$ cat src/rtl/axi_read_arbiter_2to1_if.sv
// AXI4 read-only channel bundle (AR + R) used on every side of
// axi_read_arbiter_2to1.
//   master modport : drives AR fields/arvalid and rready, sees arready, rdata,
//                    rresp, rvalid. The downstream slave carries no rlast, so
//                    rlast is absent from this view.
//   slave modport  : the mirror image, and also drives rlast toward the master.
interface axi_read_arbiter_2to1_if #(
  parameter int ADDRESS_WIDTH = 8,
  parameter int DATA_WIDTH    = 32
);
  logic [ADDRESS_WIDTH-1:0] araddr;
  logic [7:0]               arlen;
  logic [2:0]               arsize;
  logic [1:0]               arburst;
  logic                     arvalid;
  logic                     arready;
  logic [DATA_WIDTH-1:0]    rdata;
  logic [1:0]               rresp;
  logic                     rlast;
  logic                     rvalid;
  logic                     rready;

  modport master (
    output araddr, arlen, arsize, arburst, arvalid, rready,
    input  arready, rdata, rresp, rvalid
  );

  modport slave (
    input  araddr, arlen, arsize, arburst, arvalid, rready,
    output arready, rdata, rresp, rlast, rvalid
  );
endinterface

$ cat src/rtl/axi_read_arbiter_2to1.sv
// 2:1 AXI4 read arbiter. Two masters (m0, m1) share one read-only slave port (s).
// Whole bursts are granted round-robin and the grant is held until the last
// beat. rlast toward the masters comes from an internal beat counter.
// Ports:
//   aclk, aresetn : clock, asynchronous active-low reset
//   m0, m1        : master-facing AR/R channels (slave modport)
//   s             : slave-facing AR/R channels (master modport, no rlast)
module axi_read_arbiter_2to1 #(
  parameter int ADDRESS_WIDTH = 8,
  parameter int DATA_WIDTH    = 32
) (
  input  logic                    aclk,
  input  logic                    aresetn,
  axi_read_arbiter_2to1_if.slave  m0,
  axi_read_arbiter_2to1_if.slave  m1,
  axi_read_arbiter_2to1_if.master s
);

  localparam logic [1:0] IDLE = 2'd0;
  localparam logic [1:0] ADDR = 2'd1;
  localparam logic [1:0] DATA = 2'd2;

  logic [1:0]               state;
  logic                     owner;
  logic                     prio;
  // Low during reset and the first cycle after release, so no AR is taken
  // until the block has seen one clean clock.
  logic                     live;
  logic [ADDRESS_WIDTH-1:0] araddr_q;
  logic [7:0]               arlen_q;
  logic [2:0]               arsize_q;
  logic [1:0]               arburst_q;
  logic [8:0]               beats_left;

  logic                  gnt;
  logic                  ar_hs;
  logic                  in_data;
  logic                  last;
  logic                  beat;
  logic [DATA_WIDTH-1:0] rdata_bc;

  // Grant: a lone requester wins; on a tie the favoured master wins.
  assign gnt   = (m0.arvalid && m1.arvalid) ? prio : m1.arvalid;
  assign m0.arready = live && (state == IDLE) && m0.arvalid && !gnt;
  assign m1.arready = live && (state == IDLE) && m1.arvalid &&  gnt;
  assign ar_hs = m0.arready || m1.arready;

  assign s.arvalid = (state == ADDR);
  assign s.araddr  = araddr_q;
  assign s.arlen   = arlen_q;
  assign s.arsize  = arsize_q;
  assign s.arburst = arburst_q;

  assign in_data   = (state == DATA);
  assign last      = (beats_left == 9'd1);
  // Outside DATA rready stays low so slave beats are held off, never dropped.
  assign s.rready  = in_data && (owner ? m1.rready : m0.rready);
  assign beat      = in_data && s.rvalid && s.rready;

  assign m0.rvalid = in_data && !owner && s.rvalid;
  assign m1.rvalid = in_data &&  owner && s.rvalid;
  assign m0.rlast  = m0.rvalid && last;
  assign m1.rlast  = m1.rvalid && last;

  assign rdata_bc  = s.rdata;
  assign m0.rdata  = rdata_bc;
  assign m1.rdata  = rdata_bc;
  assign m0.rresp  = s.rresp;
  assign m1.rresp  = s.rresp;

  always_ff @(posedge aclk or negedge aresetn) begin
    if (!aresetn) begin
      state      <= IDLE;
      owner      <= 1'b0;
      prio       <= 1'b0;
      live       <= 1'b0;
      araddr_q   <= '0;
      arlen_q    <= '0;
      arsize_q   <= '0;
      arburst_q  <= '0;
      beats_left <= '0;
    end else begin
      live <= 1'b1;
      case (state)
        IDLE: if (ar_hs) begin
          owner      <= gnt;
          araddr_q   <= gnt ? m1.araddr  : m0.araddr;
          arlen_q    <= gnt ? m1.arlen   : m0.arlen;
          arsize_q   <= gnt ? m1.arsize  : m0.arsize;
          arburst_q  <= gnt ? m1.arburst : m0.arburst;
          // 9 bits so arlen=255 gives 256 without wrapping.
          beats_left <= {1'b0, gnt ? m1.arlen : m0.arlen} + 9'd1;
          state      <= ADDR;
        end
        ADDR: if (s.arready) state <= DATA;
        DATA: if (beat) begin
          beats_left <= beats_left - 9'd1;
          if (last) begin
            state <= IDLE;
            prio  <= ~owner;
          end
        end
        default: state <= IDLE;
      endcase
    end
  end

endmodule

$ cat src/flat_wrapper.sv
// flat-port wrapper written by rule: the top's interface ports become plain ports
module axi_read_arbiter_2to1_flat 
#(
  parameter int ADDRESS_WIDTH = 8,
  parameter int DATA_WIDTH    = 32
)
  (aclk, aresetn, m0_araddr, m0_arlen, m0_arsize, m0_arburst, m0_arvalid, m0_rready, m0_arready, m0_rdata, m0_rresp, m0_rlast, m0_rvalid, m1_araddr, m1_arlen, m1_arsize, m1_arburst, m1_arvalid, m1_rready, m1_arready, m1_rdata, m1_rresp, m1_rlast, m1_rvalid, s_araddr, s_arlen, s_arsize, s_arburst, s_arvalid, s_rready, s_arready, s_rdata, s_rresp, s_rvalid);
  axi_read_arbiter_2to1_if #(.ADDRESS_WIDTH(ADDRESS_WIDTH), .DATA_WIDTH(DATA_WIDTH)) m0_i ();
  axi_read_arbiter_2to1_if #(.ADDRESS_WIDTH(ADDRESS_WIDTH), .DATA_WIDTH(DATA_WIDTH)) m1_i ();
  axi_read_arbiter_2to1_if #(.ADDRESS_WIDTH(ADDRESS_WIDTH), .DATA_WIDTH(DATA_WIDTH)) s_i ();
  input  logic aclk;
  input  logic aresetn;
  input wire logic [$bits(m0_i.araddr)-1:0] m0_araddr;
  input wire logic [$bits(m0_i.arlen)-1:0] m0_arlen;
  input wire logic [$bits(m0_i.arsize)-1:0] m0_arsize;
  input wire logic [$bits(m0_i.arburst)-1:0] m0_arburst;
  input wire logic [$bits(m0_i.arvalid)-1:0] m0_arvalid;
  input wire logic [$bits(m0_i.rready)-1:0] m0_rready;
  output wire logic [$bits(m0_i.arready)-1:0] m0_arready;
  output wire logic [$bits(m0_i.rdata)-1:0] m0_rdata;
  output wire logic [$bits(m0_i.rresp)-1:0] m0_rresp;
  output wire logic [$bits(m0_i.rlast)-1:0] m0_rlast;
  output wire logic [$bits(m0_i.rvalid)-1:0] m0_rvalid;
  input wire logic [$bits(m1_i.araddr)-1:0] m1_araddr;
  input wire logic [$bits(m1_i.arlen)-1:0] m1_arlen;
  input wire logic [$bits(m1_i.arsize)-1:0] m1_arsize;
  input wire logic [$bits(m1_i.arburst)-1:0] m1_arburst;
  input wire logic [$bits(m1_i.arvalid)-1:0] m1_arvalid;
  input wire logic [$bits(m1_i.rready)-1:0] m1_rready;
  output wire logic [$bits(m1_i.arready)-1:0] m1_arready;
  output wire logic [$bits(m1_i.rdata)-1:0] m1_rdata;
  output wire logic [$bits(m1_i.rresp)-1:0] m1_rresp;
  output wire logic [$bits(m1_i.rlast)-1:0] m1_rlast;
  output wire logic [$bits(m1_i.rvalid)-1:0] m1_rvalid;
  output wire logic [$bits(s_i.araddr)-1:0] s_araddr;
  output wire logic [$bits(s_i.arlen)-1:0] s_arlen;
  output wire logic [$bits(s_i.arsize)-1:0] s_arsize;
  output wire logic [$bits(s_i.arburst)-1:0] s_arburst;
  output wire logic [$bits(s_i.arvalid)-1:0] s_arvalid;
  output wire logic [$bits(s_i.rready)-1:0] s_rready;
  input wire logic [$bits(s_i.arready)-1:0] s_arready;
  input wire logic [$bits(s_i.rdata)-1:0] s_rdata;
  input wire logic [$bits(s_i.rresp)-1:0] s_rresp;
  input wire logic [$bits(s_i.rvalid)-1:0] s_rvalid;
  assign m0_i.araddr = m0_araddr;
  assign m0_i.arlen = m0_arlen;
  assign m0_i.arsize = m0_arsize;
  assign m0_i.arburst = m0_arburst;
  assign m0_i.arvalid = m0_arvalid;
  assign m0_i.rready = m0_rready;
  assign m0_arready = m0_i.arready;
  assign m0_rdata = m0_i.rdata;
  assign m0_rresp = m0_i.rresp;
  assign m0_rlast = m0_i.rlast;
  assign m0_rvalid = m0_i.rvalid;
  assign m1_i.araddr = m1_araddr;
  assign m1_i.arlen = m1_arlen;
  assign m1_i.arsize = m1_arsize;
  assign m1_i.arburst = m1_arburst;
  assign m1_i.arvalid = m1_arvalid;
  assign m1_i.rready = m1_rready;
  assign m1_arready = m1_i.arready;
  assign m1_rdata = m1_i.rdata;
  assign m1_rresp = m1_i.rresp;
  assign m1_rlast = m1_i.rlast;
  assign m1_rvalid = m1_i.rvalid;
  assign s_araddr = s_i.araddr;
  assign s_arlen = s_i.arlen;
  assign s_arsize = s_i.arsize;
  assign s_arburst = s_i.arburst;
  assign s_arvalid = s_i.arvalid;
  assign s_rready = s_i.rready;
  assign s_i.arready = s_arready;
  assign s_i.rdata = s_rdata;
  assign s_i.rresp = s_rresp;
  assign s_i.rvalid = s_rvalid;
  axi_read_arbiter_2to1 #(.ADDRESS_WIDTH(ADDRESS_WIDTH), .DATA_WIDTH(DATA_WIDTH)) u_core (.aclk(aclk), .aresetn(aresetn), .m0(m0_i), .m1(m1_i), .s(s_i));
endmodule
$ cat config.mk
export PLATFORM = sky130hd
export DESIGN_NAME = axi_read_arbiter_2to1_flat
export DESIGN_NICKNAME = d
export VERILOG_FILES = /design/src/rtl/axi_read_arbiter_2to1_if.sv /design/src/rtl/axi_read_arbiter_2to1.sv /design/src/flat_wrapper.sv
export SDC_FILE = /design/constraint.sdc
export NUM_CORES = 1
export LEC_CHECK = 0
export ABC_AREA = 1
export CORE_MARGIN = 2
export CORE_UTILIZATION = 35
export CTS_BUF_LIST = sky130_fd_sc_hd__clkbuf_4
export CTS_CLUSTER_SIZE = 40
export DETAILED_ROUTE_END_ITERATION = 8
export HOLD_SLACK_MARGIN = 0.02
export PLACE_DENSITY = 0.8
export SETUP_SLACK_MARGIN = 0.4
export SLEW_MARGIN = 20
export SYNTH_ARGS = -nofsm -noshare
export SYNTH_HDL_FRONTEND = slang
export SYNTH_SLANG_ARGS = --single-unit
$ cat constraint.sdc
create_clock -name aclk -period 2.35 [get_ports aclk]
set_clock_uncertainty 0.05 [all_clocks]
set_input_delay 0.47 -clock aclk [delete_from_list [all_inputs] [get_ports aclk]]
set_output_delay 0.47 -clock aclk [all_outputs]
set_load 0.1 [all_outputs]
==> flow_summary_export.csv <==
group,metric,value,unit
worst_setup_path,r2r_slack,0.54,ns
clocking,holdBufCountCts,0,
timing,relSlewSlack,48.3,%
clocking,clkSlewWorstSetupHoldPaths,0.12,ns
worst_setup_path,cp_max_fo,4,
placed_design,gp_congestion,0.836,
floorplan,die_width,91.1,µm
power_and_ir_drop,power_density,699,nW/µm²
placed_design,place_area,3160,µm²
floorplan,die-area,8290,µm²
synth,ys.warnings.count,0,
timing,worst_pin_slew,0.775,ns
drt,vias,2334,
floorplan,die_h,91.1,µm
floorplan,floorplan.rows,31,
global_routing,grtUsageTotal,15.8,%
layout,layout.nets,482,
layout,fill_cells,721,
worst_setup_path,path_cells,"nor2_2 > nand2_2 > nor2_2 > inv_2 > nor4_4 > buf_12",
timing,fin_crit,2.18,ns
clocking,numCtsBuffers,5,
drt,wl_per_cell,12.9,µm
clocking,insertion_delay,0.35,ns
floorplan,io_pins,181,
power_and_ir_drop,p_leak,1.65,nW
timing,post-route-period-util,92.9,%
worst_setup_path,critPathCapture,"m0_rlast",
drt,via_per_inst,4.71,
timing,worst_slack,0.167,ns
drt,drt_pre_antenna_iters,4,
layout,drive_gt1_share,32.8,%
synth,ys_seq_elements,35,
synth,synth_edf_count,0,
synth,synth_cell_types,32,
synth,synth_cells,353,
synth,async_reset_ff_share,100,%
layout,multi_input_area,1230,µm²
worst_setup_path,crit_path_start,"u_core.beats_left[4]",
synth,synth_nets,440,
power_and_ir_drop,finalPower,2.47,mW
placed_design,dpl_worst_slack,0.00966,ns
floorplan,core,7290,µm²
layout,seq_area,878,µm²
clocking,cts_sinks,35,
power_and_ir_drop,peakVddDrop,0.322,mV
worst_setup_path,max_stage_delay,0.45,ns
worst_setup_path,cp_common_cell,"nor2_2",
power_and_ir_drop,sw_frac_of_total,43.9,%
global_routing,grt_max_degree,36,
power_and_ir_drop,internal-power,1.39,mW
clocking,cts_tree,"done",
worst_setup_path,reg2reg_depth,12,
layout,fin_area,3540,µm²
clocking,clk_path_buf_depth,2,
drt,dr.first_iter.drc_count,123,
power_and_ir_drop,combPwrFrac,49.3,%
worst_setup_path,crit_arrival,1.66,ns
worst_setup_path,r2r_end,"u_core.beats_left[6]",
clocking,clockRootBuffer,"clkbuf_4",
drt,ant_nets,0,
global_routing,grt_overflow,0,
run_status,status,"finished clean",
timing,max_freq,0.458,GHz
global_routing,grt_pass1_wl,10700,µm
placed_design,io_buffers,78,
timing,rsz0062_at_grt,"true",
clocking,htreeDepth,2,
drt,routed_wl,6410,µm
worst_hold_path,min_path_type,"input port to async pin",
synth,syn_area,2650,µm²
synth,synth-main-ff-cell,"dfrtp_1",
power_and_ir_drop,seq_power_share,32.8,%
power_and_ir_drop,clockPowerShare,17.8,%
synth,avgSynthCellArea,7.52,µm²
layout,synthToLayoutAreaGrowth,33.4,%
worst_setup_path,crit-reg2reg-launch,"u_core.state[1]",
worst_setup_path,worst_path_max_delay_cell,"dfrtp_1",
run,drv_cap,0,
drt,route.detailed.drc,0,
synth,synth_seq_area_share,33.0,%
worst_setup_path,required,1.83,ns
worst_setup_path,worstSetupPathType,"register to output port",
timing,finalHoldViolCount,0,
global_routing,grt_pass1_vias,2322,
global_routing,antenna_found_initial,1,
timing,fin_tns_setup,0,ns
timing,finalMaxSlewViolations,0,
timing,setup_viol,0,
layout,final_cell_mix,"nand2_1, buf_4, clkdlybuf4s50_1",
worst_setup_path,crit_path_end_kind,"output port",
worst_setup_path,worst_setup_path_start_kind,"register",
placed_design,place_hpwl,4860,µm
layout,final_common_cell,"nand2_1",
power_and_ir_drop,p_switching,1.09,mW
floorplan,start_util,36.4,%
[worst min-delay path by stage]
stage                 startpoint                   end  slack (ns)  cells after the start
4_1_cts                  aresetn    u_core.s.arsize[2]        0.15                      1
2_1_floorplan            aresetn  u_core.beats_left[0]        0.12                      0
6_report                 aresetn    u_core.s.arsize[2]        0.14                      1
5_1_grt                  aresetn    u_core.s.arsize[2]        0.17                      1
3_5_place_dp   u_core.s.arlen[5]     u_core.s.arlen[5]        0.44                      2
3_3_place_gp   u_core.s.arlen[4]     u_core.s.arlen[4]        0.43                      2
[through the flow]
| step | cells | util, % | hold WS, ns |
|---|---|---|---|
| after global placement | 463 | 43.3 | 0.434 |
| final | 496 | 48.6 | 0.138 |
| after global routing | 496 | 48.6 | 0.172 |
| after floorplan | 353 | - | 0.124 |
| after detailed placement | 463 | 43.3 | 0.438 |
| after CTS | 485 | 46.5 | 0.154 |
[power groups by stage]
stage / clock network [mW] / logic, mW / registers [mW]
2_1_floorplan: 0 / 0.972 / 1.12
3_3_place_gp: 0 / 1.01 / 0.822
3_5_place_dp: 0 / 1.03 / 0.827
4_1_cts: 0.454 / 1.13 / 0.808
5_1_grt: 0.475 / 1.32 / 0.831
6_report: 0.442 / 1.22 / 0.812
[registers in the layout, indices dropped and copies added, names as in the netlist]
signal and flops:
u_core.live 1, u_core.s.arsize 3, u_core.prio 1, u_core.s.araddr 8
u_core.s.arlen 8, u_core.s.arburst 2, u_core.state 2, u_core.owner 1
u_core.beats_left 9
[metal layers]
layer / track usage, % / share of wire (%)
met2: 25.9 / 49
met4: 7.20 / 2.6
met3: 4.48 / 6.9
met1: 19.1 / 42
met5: 0 / 0
[cell usage after synthesis (2+ instances only)]
| cell type | n | area [µm²] |
|---|---|---|
| buf_4 | 69 | 518 |
| nand2_4 | 7 | 78.8 |
| a31oi_1 | 16 | 100 |
| clkbuf_1 | 3 | 11.3 |
| nor4_1 | 2 | 12.5 |
| nor2_2 | 3 | 18.8 |
| nand2_1 | 81 | 304 |
| o211ai_1 | 3 | 22.5 |
| xor2_1 | 4 | 35.0 |
| nor2_1 | 29 | 109 |
| o21ai_1 | 10 | 50.1 |
| nor2_4 | 2 | 22.5 |
| a21oi_1 | 6 | 30.0 |
| nand2_2 | 5 | 31.3 |
| nand3_1 | 13 | 65.1 |
| nand4_1 | 2 | 12.5 |
| o21ai_0 | 9 | 45.0 |
| dfrtp_1 | 35 | 876 |
| inv_1 | 22 | 82.6 |
| ha_1 | 3 | 37.5 |
| nor3_1 | 7 | 35.0 |
| nand3_2 | 2 | 20.0 |
| buf_2 | 5 | 25.0 |
| inv_2 | 7 | 26.3 |
[kinds of logic after synthesis]
family                     after synthesis  share of synthesized area, %
and+or+nand+nor                        155                          27.5
DFF                                     35                          33.0
adders and majority gates                3                          1.41
xor gates and xnor gates                 4                          1.32
buffers and inverters                  108                          26.0
other                                    1                         0.141
AOI/OAI and AO/OA                       47                          10.7
[final cells by class]
class	instances	share of cell area (%)
Clock buffer	5	1.06
Timing Repair Buffer	114	31.2
Clock inverter	3	1.20
Antenna cell	1	0.0707
Multi-Input combinational cell	210	34.9
Tap cell	99	3.50
Sequential cell	35	24.8
Inverter	29	3.32
[worst max-delay path, delay by kind of cell, from the launching register on]
family                 cells  cell delay, ns
flip-flops                 1            0.45
buffers and inverters      2            0.30
AND/OR/NAND/NOR            4            0.57
[what timing repair did]
item                                    4_1_cts  5_1_grt
buffers inserted                             14       10
pin swaps                                     5       16
resized for setup                            17       15
endpoints found under the setup margin        8        9
(Power assumes the default switching activity.)
